<file path="config.mk">
export PLATFORM = sky130hd
export DESIGN_NAME = pipe_hazard_ctrl
export DESIGN_NICKNAME = d
export VERILOG_FILES = /design/src/rtl/pipe_ctrl_pkg.sv /design/src/rtl/lowest_set_bit.sv /design/src/rtl/pipe_hazard_ctrl.sv
export SDC_FILE = /design/constraint.sdc
export NUM_CORES = 1
export LEC_CHECK = 0
export BUFFER_PORTS_ARGS = -buffer_cell sky130_fd_sc_hd__clkbuf_2
export CAP_MARGIN = 25
export CORE_MARGIN = 1.5
export CORE_UTILIZATION = 55
export CTS_BUF_LIST = sky130_fd_sc_hd__clkbuf_4 sky130_fd_sc_hd__clkbuf_8
export DETAILED_ROUTE_END_ITERATION = 12
export GPL_TIMING_DRIVEN = 1
export PLACE_DENSITY = 0.9
export SYNTH_ARGS = -nofsm -noshare
export SYNTH_HDL_FRONTEND = slang
export SYNTH_SLANG_ARGS = --single-unit
</file>
<file path="constraint.sdc">
create_clock -name clk -period 6.4 [get_ports clk]
set_clock_uncertainty 0.05 [all_clocks]
set_input_delay 0.96 -clock clk [delete_from_list [all_inputs] [get_ports clk]]
set_output_delay 0.96 -clock clk [all_outputs]
set_load 0.05 [all_outputs]
</file>
<file path="src/rtl/pipe_ctrl_pkg.sv">
// Shared types and sizing constants for the pipeline control unit.
package pipe_ctrl_pkg;
    localparam int NREGS = 8;
    localparam int RW    = 3;

    typedef enum logic {
        RUN  = 1'b0,
        LMSM = 1'b1
    } state_t;
endpackage

</file>
<file path="src/rtl/lowest_set_bit.sv">
// Priority encoder: index of the lowest set bit of vec, plus a found flag.
module lowest_set_bit #(
    parameter int NREGS = pipe_ctrl_pkg::NREGS,
    parameter int RW    = pipe_ctrl_pkg::RW
) (
    input  logic [NREGS-1:0] vec,
    output logic [RW-1:0]    idx,
    output logic             found
);
    // Scanning downward lets the lowest set bit be the last (winning) write.
    always_comb begin
        idx   = '0;
        found = 1'b0;
        for (int i = NREGS - 1; i >= 0; i--) begin
            if (vec[i]) begin
                idx   = RW'(i);
                found = 1'b1;
            end
        end
    end
endmodule

</file>
<file path="src/rtl/pipe_hazard_ctrl.sv">
// Freeze/flush/bubble generation for the 6-stage core and LM/SM micro-op sequencing in RR.
module pipe_hazard_ctrl #(
    parameter int NREGS = pipe_ctrl_pkg::NREGS,
    parameter int RW    = pipe_ctrl_pkg::RW
) (
    input  logic             clk,
    input  logic             rst,
    input  logic             br_taken,
    input  logic             ex_is_load,
    input  logic             ex_rd_wr,
    input  logic [RW-1:0]    ex_rd,
    input  logic [RW-1:0]    rr_rs1,
    input  logic [RW-1:0]    rr_rs2,
    input  logic             rr_uses_rs1,
    input  logic             rr_uses_rs2,
    input  logic             rr_is_lmsm,
    input  logic [NREGS-1:0] rr_lmsm_mask,
    output logic             pc_freeze,
    output logic             if_id_freeze,
    output logic             id_rr_freeze,
    output logic             if_id_flush,
    output logic             id_rr_flush,
    output logic             rr_ex_bubble,
    output logic             uop_valid,
    output logic [RW-1:0]    uop_reg,
    output logic [RW-1:0]    uop_idx,
    output logic             lmsm_busy
);
    import pipe_ctrl_pkg::*;

    localparam logic [NREGS-1:0] ONE = NREGS'(1);

    state_t            state, state_nxt;
    logic [NREGS-1:0]  rem_mask, rem_mask_nxt;
    logic [RW-1:0]     count, count_nxt;

    logic [NREGS-1:0]  enc_vec;
    logic [RW-1:0]     enc_idx;
    logic              enc_found;
    logic [NREGS-1:0]  post_mask;
    logic              load_use;
    logic              freeze;

    assign enc_vec   = (state == LMSM) ? rem_mask : rr_lmsm_mask;
    assign post_mask = enc_vec & ~(ONE << enc_idx);
    assign load_use  = ex_is_load & ex_rd_wr &
                       ((rr_uses_rs1 & (rr_rs1 == ex_rd)) | (rr_uses_rs2 & (rr_rs2 == ex_rd)));

    lowest_set_bit #(.NREGS(NREGS), .RW(RW)) u_lsb (
        .vec   (enc_vec),
        .idx   (enc_idx),
        .found (enc_found)
    );

    // NOTE: state uses non-blocking assignments so every register samples pre-edge values.
    always_ff @(posedge clk) begin
        if (rst) begin
            state    <= RUN;
            rem_mask <= '0;
            count    <= '0;
        end else begin
            state    <= state_nxt;
            rem_mask <= rem_mask_nxt;
            count    <= count_nxt;
        end
    end

    // NOTE: every output and next-state term gets a default first so no latch is inferred.
    always_comb begin
        state_nxt    = state;
        rem_mask_nxt = rem_mask;
        count_nxt    = count;
        freeze       = 1'b0;
        if_id_flush  = 1'b0;
        id_rr_flush  = 1'b0;
        rr_ex_bubble = 1'b0;
        uop_valid    = 1'b0;
        uop_reg      = '0;
        uop_idx      = '0;
        lmsm_busy    = 1'b0;

        if (!rst) begin
            lmsm_busy = (state == LMSM);
            if (br_taken) begin
                // Anything in RR is younger than the branch, including a half-issued LM/SM.
                if_id_flush  = 1'b1;
                id_rr_flush  = 1'b1;
                state_nxt    = RUN;
                rem_mask_nxt = '0;
                count_nxt    = '0;
            end else if (state == RUN) begin
                if (load_use) begin
                    freeze       = 1'b1;
                    rr_ex_bubble = 1'b1;
                end else if (rr_is_lmsm) begin
                    if (enc_found) begin
                        uop_valid    = 1'b1;
                        uop_reg      = enc_idx;
                        rem_mask_nxt = post_mask;
                        count_nxt    = RW'(1);
                        if (post_mask != '0) begin
                            freeze    = 1'b1;
                            state_nxt = LMSM;
                        end
                    end else begin
                        rr_ex_bubble = 1'b1;
                    end
                end
            end else begin
                uop_valid    = enc_found;
                uop_reg      = enc_idx;
                uop_idx      = count;
                rem_mask_nxt = post_mask;
                if (post_mask != '0) begin
                    freeze    = 1'b1;
                    count_nxt = count + RW'(1);
                end else begin
                    state_nxt = RUN;
                    count_nxt = '0;
                end
            end
        end
    end

    assign pc_freeze    = freeze;
    assign if_id_freeze = freeze;
    assign id_rr_freeze = freeze;
endmodule

</file>
==> qor.json <==
{
  "synthFlopType": "dfxtp_1",
  "worstHoldEndpoint": "rem_mask[1]",
  "worst_ir_drop_vdd_mv": 0.128,
  "grt_use_met3_pct": 8.68,
  "post_cts.repair.setup_buffers": 0,
  "timing_hold_violations_final": 0,
  "unrepaired_setup_endpoints_after_global_routing": "false",
  "antenna_found_initial": 0,
  "postCtsHoldBufs": 0,
  "clk_transition_reported_paths_ns": 0.08,
  "num_antenna_cells": 0,
  "ys_ff_latch": 12,
  "synth-seq-area-share_pct": 22.1,
  "final_layout_size_suffix_gt1_share_pct": 31.6,
  "grt-ovfl-total": 0,
  "detail_route.vias_per_cell": 6.32,
  "coreArea_mm2": 0.00178,
  "dp.final_hpwl_um": 2310,
  "cts_inserted_buffers": 3,
  "fin_nets": 198,
  "grt_util_met1_pct": 35.0,
  "globalRouteMet2Util_pct": 49.7,
  "num_io_pins": 39,
  "grt_pass1_vias": 1110,
  "htreeDepth": 1,
  "synth_enable_flop_cells": 0,
  "syn_area_per_cell_um2": 7.86,
  "grt_max_degree": 33,
  "slew_viol_final": 0,
  "max-cap-violations": 0,
  "start_util_pct": 60.8,
  "grt_most_used_layer": "met2",
  "rr_worst_depth": 6,
  "cellPowerDensity_mw_per_mm2": 169,
  "dieArea_mm2": 0.00225,
  "timing.hold.worst.class": "reg -> reg",
  "ys.warnings.count": 0,
  "root_buffer": "clkbuf_4",
  "yosys.cell_types.count": 50,
  "hp-start": "rem_mask[1]",
  "numClockSinks": 12,
  "max_freq_mhz": 227,
  "post_cts_resize_count": 0,
  "final_worst_path_period_need_ns": 4.40,
  "total_nets_after_synthesis": 164,
  "drcViolationCount": 0,
  "critical_path.reg2reg.endpoint": "rem_mask[3]",
  "clock_latency_ns": 0.28,
  "grt_pass1_wl_um": 4700,
  "postRouteAntennaNets": 0,
  "wl_per_cell_um": 15.6,
  "clockBufferDepth": 2,
  "drt_first_pass_iters": 5,
  "timing.critical_path.from": "state",
  "criticalPathCategory": "reg -> out",
  "vertical_extent_of_the_die_um": 47.4,
  "finalPower_mw": 0.218,
  "worst_pin_slew_ns": 1.04,
  "status": "completed",
  "crit_fanout": 32,
  "final_period_util_pct": 68.7,
  "crit_path_end_kind": "output pin",
  "detailedPlace.worstSlack_ns": 2.46,
  "synth.cell_area_mm2": 0.00108,
  "drt_first_iter_violations": 56,
  "wirelength_um": 3050,
  "tns_ns": 0,
  "synth-async-reset-ratio_pct": 0,
  "gpl.final_weighted_congestion": 0.984,
  "crit_path_start_kind": "register",
  "die_x_um": 47.4,
  "layout-area-overhead-vs-synth_pct": 18.6,
  "cp_data_required_time_ns": 5.39,
  "io_buffers": 38,
  "rows": 15,
  "tritoncts": "built",
  "timing.final.ws_setup_ns": 2.00,
  "crit-reg2reg-launch": "state",
  "postSynthCellCount": 138,
  "total_grt_usage_pct": 29.3,
  "timing.final.setup_violations": 0,
  "cp_data_arrival_time_ns": 3.39,
  "power.static_leakage_nw": 0.536,
  "rrSetupSlack_ns": 3.36,
  "route.vias.total": 1238,
  "max-slew-margin-rel_pct": 30.3,
  "min_delay_path_depth": 2
}
## where the power goes
| part | leakage (nW) | total (mW) | switching, mW | internal [mW] |
|---|---|---|---|---|
| Clock | 0.0210 | 0.0646 | 0.0300 | 0.0346 |
| Combinational | 0.417 | 0.0713 | 0.0451 | 0.0262 |
| Sequential | 0.0975 | 0.0820 | 0.00510 | 0.0769 |
| Total | 0.536 | 0.218 | 0.0802 | 0.138 |
## per-stage QoR
stage	hold slack, ns	std cells	area, um2	util (%)
floorplan	0.400	138	1080	-
global placement	0.415	192	1250	70.1
detailed placement	0.431	192	1250	70.1
CTS	0.443	196	1290	72.1
global route	0.465	196	1290	72.1
finish	0.443	196	1290	72.1
## how the worst max path moves through the flow
stage / end / slack, ns / depth (start not counted)
floorplan: uop_reg[0] / 2.40 / 6
global placement: pc_freeze / 2.59 / 7
detailed placement: if_id_freeze / 2.46 / 7
CTS: if_id_freeze / 2.11 / 7
global route: if_id_freeze / 1.80 / 7
finish: pc_freeze / 2.00 / 7
## routing by layer
layer  part of all wire (%)  wire [um]
met1                     40       1240
met5                      0          0
met3                     10        304
met4                    3.2         98
met2                     46       1410
## cell usage after synthesis (4+ instances only)
cell type / count / area share [%]
nor3_1: 7 / 3.2
nor3b_1: 4 / 2.8
nand2_1: 12 / 4.2
o21ai_0: 5 / 2.3
nor2_1: 8 / 2.8
a31oi_1: 6 / 3.5
a21oi_1: 8 / 3.7
and3_1: 4 / 2.3
dfxtp_1: 12 / 22
xnor2_1: 6 / 4.8
## worst max-delay path: stages (launching register included)
cell	delay [ns]
dfxtp_1	1.02
mux2i_1	0.56
nand2_1	0.23
or3_4	0.45
o21ai_2	0.24
a32oi_1	0.14
o21a_1	0.21
clkbuf_2	0.24
## cell type report
type,instances,area [um2]
clock buffer,4,36.3
fill,142,497
inverter,1,3.75
multi-input combinational,116,785
sequential,12,240
tap,25,31.3
timing repair buffer,38,190
## cells by family after synthesis
kind of cell,count (synthesis),synth area share [%]
AND/OR/NAND/NOR,57,29.0
AO/OA/AOI/OAI,45,30.5
flip-flops,12,22.1
buffers and inverters,10,5.54
multiplexers,7,6.92
XOR/XNOR,6,4.84
adder cells (fa/ha/maj),1,1.15
## flip-flops by register name, summed over array words and instances, names as in the netlist
name      count
count         3
rem_mask      8
state         1
## layout by cell type, fill, tap and decap left out, drive strengths merged, types with 3 or more instances in the layout
cell type  synthesis  routed
clkbuf             2      42
nand2             12      12
dfxtp             12      12
o21ai             10      10
a21oi              9       9
nor2               8       8
nor3               7       7
xnor2              6       6
a31oi              6       6
nor3b              4       4
and3               4       4
or2                4       4
mux2               4       4
mux2i              3       3
nand4              3       3
nor2b              3       3
o21a               3       3
nand3              3       3
No activity file was read; power rests on OpenSTA's default activity.
